$ cat config.mk
export PLATFORM = sky130hd
export DESIGN_NAME = multicast_packet_action
export DESIGN_NICKNAME = d
export VERILOG_FILES = /design/src/rtl/tss_fwd_pkg.sv /design/src/rtl/popcount_tree.sv /design/src/rtl/multicast_packet_action.sv
export SDC_FILE = /design/constraint.sdc
export NUM_CORES = 1
export LEC_CHECK = 0
export ABC_AREA = 1
export BUFFER_PORTS_ARGS = -buffer_cell sky130_fd_sc_hd__buf_2
export CELL_PAD_IN_SITES_DETAIL_PLACEMENT = 1
export CELL_PAD_IN_SITES_GLOBAL_PLACEMENT = 2
export CORE_MARGIN = 2
export CORE_UTILIZATION = 27
export DETAILED_ROUTE_END_ITERATION = 8
export HOLD_SLACK_MARGIN = 0.1
export PLACE_DENSITY = 0.78
export RECOVER_POWER = 25
export SLEW_MARGIN = 30
export SYNTH_ARGS = -nofsm -noshare
export SYNTH_HDL_FRONTEND = slang
export SYNTH_SLANG_ARGS = --single-unit
$ cat constraint.sdc
create_clock -name i_clk -period 1.72 [get_ports i_clk]
set_input_delay 0.258 -clock i_clk [delete_from_list [all_inputs] [get_ports i_clk]]
set_output_delay 0.258 -clock i_clk [all_outputs]
set_load 0.005 [all_outputs]
$ cat src/rtl/tss_fwd_pkg.sv
// rtl/tss_fwd_pkg.sv - shared types and constants for the forward-lookup action stage
package tss_fwd_pkg;

   typedef enum logic [1:0] {
      IDLE_S     = 2'b01,
      WAIT_ACK_S = 2'b10
   } state_t;

   localparam int DEF_PORT_NUM = 8;
   // Host queue sits just above the network ports in every bitmap.
   localparam int HOST_IDX = DEF_PORT_NUM;

endpackage

$ cat src/rtl/popcount_tree.sv
// rtl/popcount_tree.sv - recursive combinational adder tree counting set bits
module popcount_tree #(
   parameter int WIDTH = 9,
   parameter int CNT_W = 4
) (
   input  logic [WIDTH-1:0] bits,
   output logic [CNT_W-1:0] count
);

   generate
      if (WIDTH == 1) begin : g_leaf
         assign count = CNT_W'(bits);
      end else begin : g_node
         localparam int LO = WIDTH / 2;
         logic [CNT_W-1:0] cnt_lo;
         logic [CNT_W-1:0] cnt_hi;

         popcount_tree #(.WIDTH(LO), .CNT_W(CNT_W)) u_lo (
            .bits  (bits[LO-1:0]),
            .count (cnt_lo)
         );
         popcount_tree #(.WIDTH(WIDTH-LO), .CNT_W(CNT_W)) u_hi (
            .bits  (bits[WIDTH-1:LO]),
            .count (cnt_hi)
         );

         assign count = cnt_lo + cnt_hi;
      end
   endgenerate

endmodule

$ cat src/rtl/multicast_packet_action.sv
// rtl/multicast_packet_action.sv - fans a lookup result out to port/host queues and the buffer manager
module multicast_packet_action
   import tss_fwd_pkg::*;
#(
   parameter int PORT_NUM = DEF_PORT_NUM,
   parameter int BUFID_W  = 9,
   parameter int TYPE_W   = 3,
   parameter int INPORT_W = 4,
   localparam int CNT_W   = $clog2(PORT_NUM + 2)
) (
   input  logic                i_clk,
   input  logic                i_rst_n,
   input  logic [PORT_NUM:0]   iv_outport,
   input  logic                i_mac_entry_hit,
   input  logic [BUFID_W-1:0]  iv_pkt_bufid,
   input  logic [TYPE_W-1:0]   iv_pkt_type,
   input  logic [INPORT_W-1:0] iv_pkt_inport,
   input  logic                i_action_req,
   output logic                o_action_ack,
   output logic [BUFID_W-1:0]  ov_pkt_bufid_out,
   output logic [TYPE_W-1:0]   ov_pkt_type_out,
   output logic [INPORT_W-1:0] ov_pkt_inport_host,
   output logic                o_mac_entry_hit_host,
   output logic [PORT_NUM:0]   ov_pkt_bufid_req,
   input  logic [PORT_NUM:0]   iv_pkt_bufid_ack,
   output logic [BUFID_W-1:0]  ov_cnt_bufid,
   output logic [CNT_W-1:0]    ov_pkt_bufid_cnt,
   output logic                o_cnt_req,
   input  logic                i_cnt_ack
);

   localparam logic [PORT_NUM:0] HOST_ONLY = (PORT_NUM+1)'(1) << PORT_NUM;

   state_t              state, state_nxt;
   logic                ack_nxt, hit_nxt, cnt_req_nxt, clear;
   logic [BUFID_W-1:0]  bufid_nxt;
   logic [TYPE_W-1:0]   type_nxt;
   logic [INPORT_W-1:0] inport_nxt;
   logic [PORT_NUM:0]   req_nxt, eff_mask;
   logic [CNT_W-1:0]    cnt_nxt, mask_cnt;

   // An empty bitmap means "no network port matched": deliver to the host.
   assign eff_mask = (iv_outport == '0) ? HOST_ONLY : iv_outport;

   popcount_tree #(.WIDTH(PORT_NUM+1), .CNT_W(CNT_W)) u_popcount (
      .bits  (eff_mask),
      .count (mask_cnt)
   );

   always_ff @(posedge i_clk or negedge i_rst_n) begin
      if (!i_rst_n) begin
         state                <= IDLE_S;
         o_action_ack         <= 1'b0;
         ov_pkt_bufid_out     <= '0;
         ov_pkt_type_out      <= '0;
         ov_pkt_inport_host   <= '0;
         o_mac_entry_hit_host <= 1'b0;
         ov_pkt_bufid_req     <= '0;
         ov_cnt_bufid         <= '0;
         ov_pkt_bufid_cnt     <= '0;
         o_cnt_req            <= 1'b0;
      end else begin
         state                <= state_nxt;
         o_action_ack         <= ack_nxt;
         ov_pkt_bufid_out     <= bufid_nxt;
         ov_pkt_type_out      <= type_nxt;
         ov_pkt_inport_host   <= inport_nxt;
         o_mac_entry_hit_host <= hit_nxt;
         ov_pkt_bufid_req     <= req_nxt;
         ov_cnt_bufid         <= bufid_nxt;
         ov_pkt_bufid_cnt     <= cnt_nxt;
         o_cnt_req            <= cnt_req_nxt;
      end
   end

   always_comb begin
      state_nxt   = state;
      ack_nxt     = 1'b0;
      bufid_nxt   = ov_pkt_bufid_out;
      type_nxt    = ov_pkt_type_out;
      inport_nxt  = ov_pkt_inport_host;
      hit_nxt     = o_mac_entry_hit_host;
      req_nxt     = ov_pkt_bufid_req;
      cnt_nxt     = ov_pkt_bufid_cnt;
      cnt_req_nxt = o_cnt_req;
      clear       = 1'b0;
      case (state)
         IDLE_S: begin
            if (i_action_req) begin
               state_nxt   = WAIT_ACK_S;
               ack_nxt     = 1'b1;
               bufid_nxt   = iv_pkt_bufid;
               type_nxt    = iv_pkt_type;
               inport_nxt  = iv_pkt_inport;
               hit_nxt     = i_mac_entry_hit;
               req_nxt     = eff_mask;
               cnt_nxt     = mask_cnt;
               cnt_req_nxt = 1'b1;
            end else begin
               clear = 1'b1;
            end
         end
         WAIT_ACK_S: begin
            // Acks on idle channels are masked off by the AND with the pending request.
            if (((ov_pkt_bufid_req & ~iv_pkt_bufid_ack) == '0) && !(o_cnt_req && !i_cnt_ack)) begin
               state_nxt = IDLE_S;
               clear     = 1'b1;
            end else begin
               req_nxt     = ov_pkt_bufid_req & ~iv_pkt_bufid_ack;
               cnt_req_nxt = o_cnt_req & ~i_cnt_ack;
            end
         end
         default: begin
            state_nxt = IDLE_S;
            clear     = 1'b1;
         end
      endcase
      if (clear) begin
         bufid_nxt   = '0;
         type_nxt    = '0;
         inport_nxt  = '0;
         hit_nxt     = 1'b0;
         req_nxt     = '0;
         cnt_nxt     = '0;
         cnt_req_nxt = 1'b0;
      end
   end

endmodule

==> results_dict.tcl <==
set metrics [dict create \
    drcViolationCount 0 \
    tightest_slew_ns 0.8964 \
    die_h_um 93.67 \
    path_max_fanout 2 \
    hold_class "input port to flip-flop" \
    cp-start-kind "input port" \
    fin_cells 468 \
    fin_ws_ns -0.6075 \
    fin_crit_sh_pct 135.3 \
    grt-ovfl-total 0 \
    drt-initial-drc-count 32 \
    grtUsageTotal_pct 14.85 \
    dpl_worst_slack_ns -1.022 \
    cts_buffer_depth 2 \
    syn-num-nets 330 \
    cts.sinks 34 \
    grt_first_pass_wirelength_um 10250 \
    slew_headroom_pct 40.24 \
    ys_seq_area_share_pct 39.25 \
    routed_wirelength_um 6159 \
    maxSlewViolCount 0 \
    cts-root-buf "clkbuf_8" \
    portBuffers 79 \
    syn_to_final_growth_pct 36.43 \
    firstDrtPassIters 4 \
    path_class "input port to flip-flop" \
    ctsHtreeMaxLevel 2 \
    dieArea_mm2 0.008773 \
    ant_nets 0 \
    endpoint_kind "flip-flop" \
    whs_ns 0.2067 \
    viasPerCell 4.425 \
    vdd_drop_max_mv 0.6559 \
    max_freq_mhz 429.6 \
    p_leak_uw 0.001642 \
    numPlacedInstances 455 \
    fill_cells 985 \
    rows 32 \
    skew_ns 0.008915 \
    yosysWarnings 0 \
    setup_viol 4 \
    diodes 0 \
    failed_checks "negative setup slack" \
    dp_hpwl_um 4597 \
    grt_antenna_before_repair 0 \
    fp.dieW_um 93.67 \
    cp.arrival_ns 2.55 \
    synth_cells 276 \
    status "complete, but fails checks" \
    rsz0062_at_grt "true" \
    r2r_slack_ns 0.15 \
    start_util_pct 27.95 \
    io_pins 80 \
    powerDensity_mw_per_mm2 1467 \
    fin_crit_ns 2.327 \
    grt_max_degree 35 \
    vias 2071 \
    cts_tree "built" \
    syn_area_per_cell_um2 7.865 \
    yosysUniqueCellTypes 21 \
    ys_ff_latch 34 \
    syn_area_mm2 0.002171 \
    first_global_vias 2208 \
    gp_congestion 0.7991 \
    nets 419 \
    path_clk_slew_ns 0.07 \
    drv_cap 0 \
    numCtsBuffers 5 \
    core_area_mm2 0.007767 \
    drive_gt1_share_pct 41.80 \
    drt-wirelength-per-cell_um 13.16 \
    insertion_delay_ns 0.29 \
    hold_viol 0 \
    required_ns 1.94 \
]
==> per-stage QoR <==
stage          total power (µW)  util (%)  TNS, ns  instance area, µm²
3_5_place_dp               3562     35.39   -3.408                2749
2_1_floorplan              2792         -   -2.165                2216
5_1_grt                    4745     38.13   -2.117                2962
4_1_cts                    4403     37.50   -1.817                2913
3_3_place_gp               3511     35.39   -3.223                2749
6_report                   4345     38.13   -1.876                2962
==> cell type report <==
class	count	area, µm²	share of cell area (%)
timing repair buffer	104	616.8	20.83
inverter	35	147.6	4.985
sequential	34	852.1	28.77
clock inverter	1	30.03	1.014
multi-input combinational	185	1101	37.18
clock buffer	7	86.33	2.915
tap	102	127.6	4.309
==> per-layer routing <==
layer,part of all wire (%),GRT usage [%]
met1,43,17.88
met2,50,25.90
met3,7.2,5.538
met4,0.58,2.174
met5,0,0
==> cells by family (layout without fill, tap and decap cells) <==
family | count (synthesis) | in the layout | synth area share (%)
AO/OA/AOI/OAI | 27 | 27 | 9.510
XOR/XNOR | 1 | 1 | 0.4035
adder cells (fa/ha/maj) | 15 | 15 | 10.03
buffers and inverters | 57 | 147 | 13.08
flip-flops | 34 | 34 | 39.25
AND/OR/NAND/NOR | 142 | 142 | 27.72
==> Yosys cell counts, drive strengths merged <==
cell	n	area (µm²)
a21oi	22	181.4
o21ai	5	25.02
inv	35	131.4
fa	4	80.08
xnor2	1	8.760
dfstp	1	26.28
dfrtp	33	825.8
ha	11	137.6
nor2	13	51.30
nand3	20	100.1
nand4	11	75.07
clkbuf	4	15.01
buf	18	137.6
nand2	98	375.4
==> sequential cells by signal, summed over array words and instances (netlist names) <==
| register | cells |
|---|---|
| ov_cnt_bufid | 9 |
| ov_pkt_inport_host | 4 |
| o_action_ack | 1 |
| o_cnt_req | 1 |
| ov_pkt_bufid_cnt | 4 |
| ov_pkt_type_out | 3 |
| o_mac_entry_hit_host | 1 |
| ov_pkt_bufid_req | 9 |
| state | 2 |
==> cells in the final DEF, fill, tap and decap left out, drive strengths merged, types with 4 or more instances in the layout <==
| cell type | Yosys | final |
|---|---|---|
| inv | 35 | 34 |
| dfrtp | 33 | 33 |
| nand2 | 98 | 98 |
| buf | 18 | 102 |
| a21oi | 22 | 22 |
| ha | 11 | 11 |
| nand3 | 20 | 20 |
| o21ai | 5 | 5 |
| clkbuf | 4 | 8 |
| nor2 | 13 | 13 |
| fa | 4 | 4 |
| nand4 | 11 | 11 |
==> worst max-delay path, stage by stage <==
cell	delay, ns
buf_12	0.11
inv_12	0.04
ha_4	0.19
fa_1	0.50
inv_1	0.05
fa_1	0.49
inv_2	0.05
ha_4	0.16
fa_2	0.52
nand2_2	0.05
a21oi_2	0.12
==> report_power, final <==
part	switching [µW]	total [µW]	leakage (µW)	internal (µW)
sequential	190	1270	0.000456	1080
clock	305	778	0.0000585	473
combinational	1380	2300	0.00113	919
==> repair_timing <==
| item | in CTS | in global routing |
|---|---|---|
| hold buffers | 1 | 0 |
| setup buffers | 1 | 3 |
| hold endpoints to repair | 33 | 0 |
| gates resized for setup | 9 | 7 |
| endpoints found under the setup margin | 5 | 26 |
| gates cloned | 0 | 0 |
| pin swaps | 3 | 7 |
==> worst paths after layout <==
| path | cells after the start | end | startpoint |
|---|---|---|---|
| min in group asynchronous | 3 | ov_pkt_bufid_req[0] | i_rst_n |
| setup reg to reg | 6 | ov_pkt_bufid_req[7] | state[0] |
| max in group asynchronous | 3 | ov_pkt_bufid_req[7] | i_rst_n |
| hold / removal | 3 | ov_cnt_bufid[3] | iv_pkt_bufid[3] |
| hold reg to reg | 2 | state[0] | state[0] |
| setup / recovery | 11 | ov_pkt_bufid_cnt[1] | iv_outport[5] |
Power figures use the tool's default switching activity.
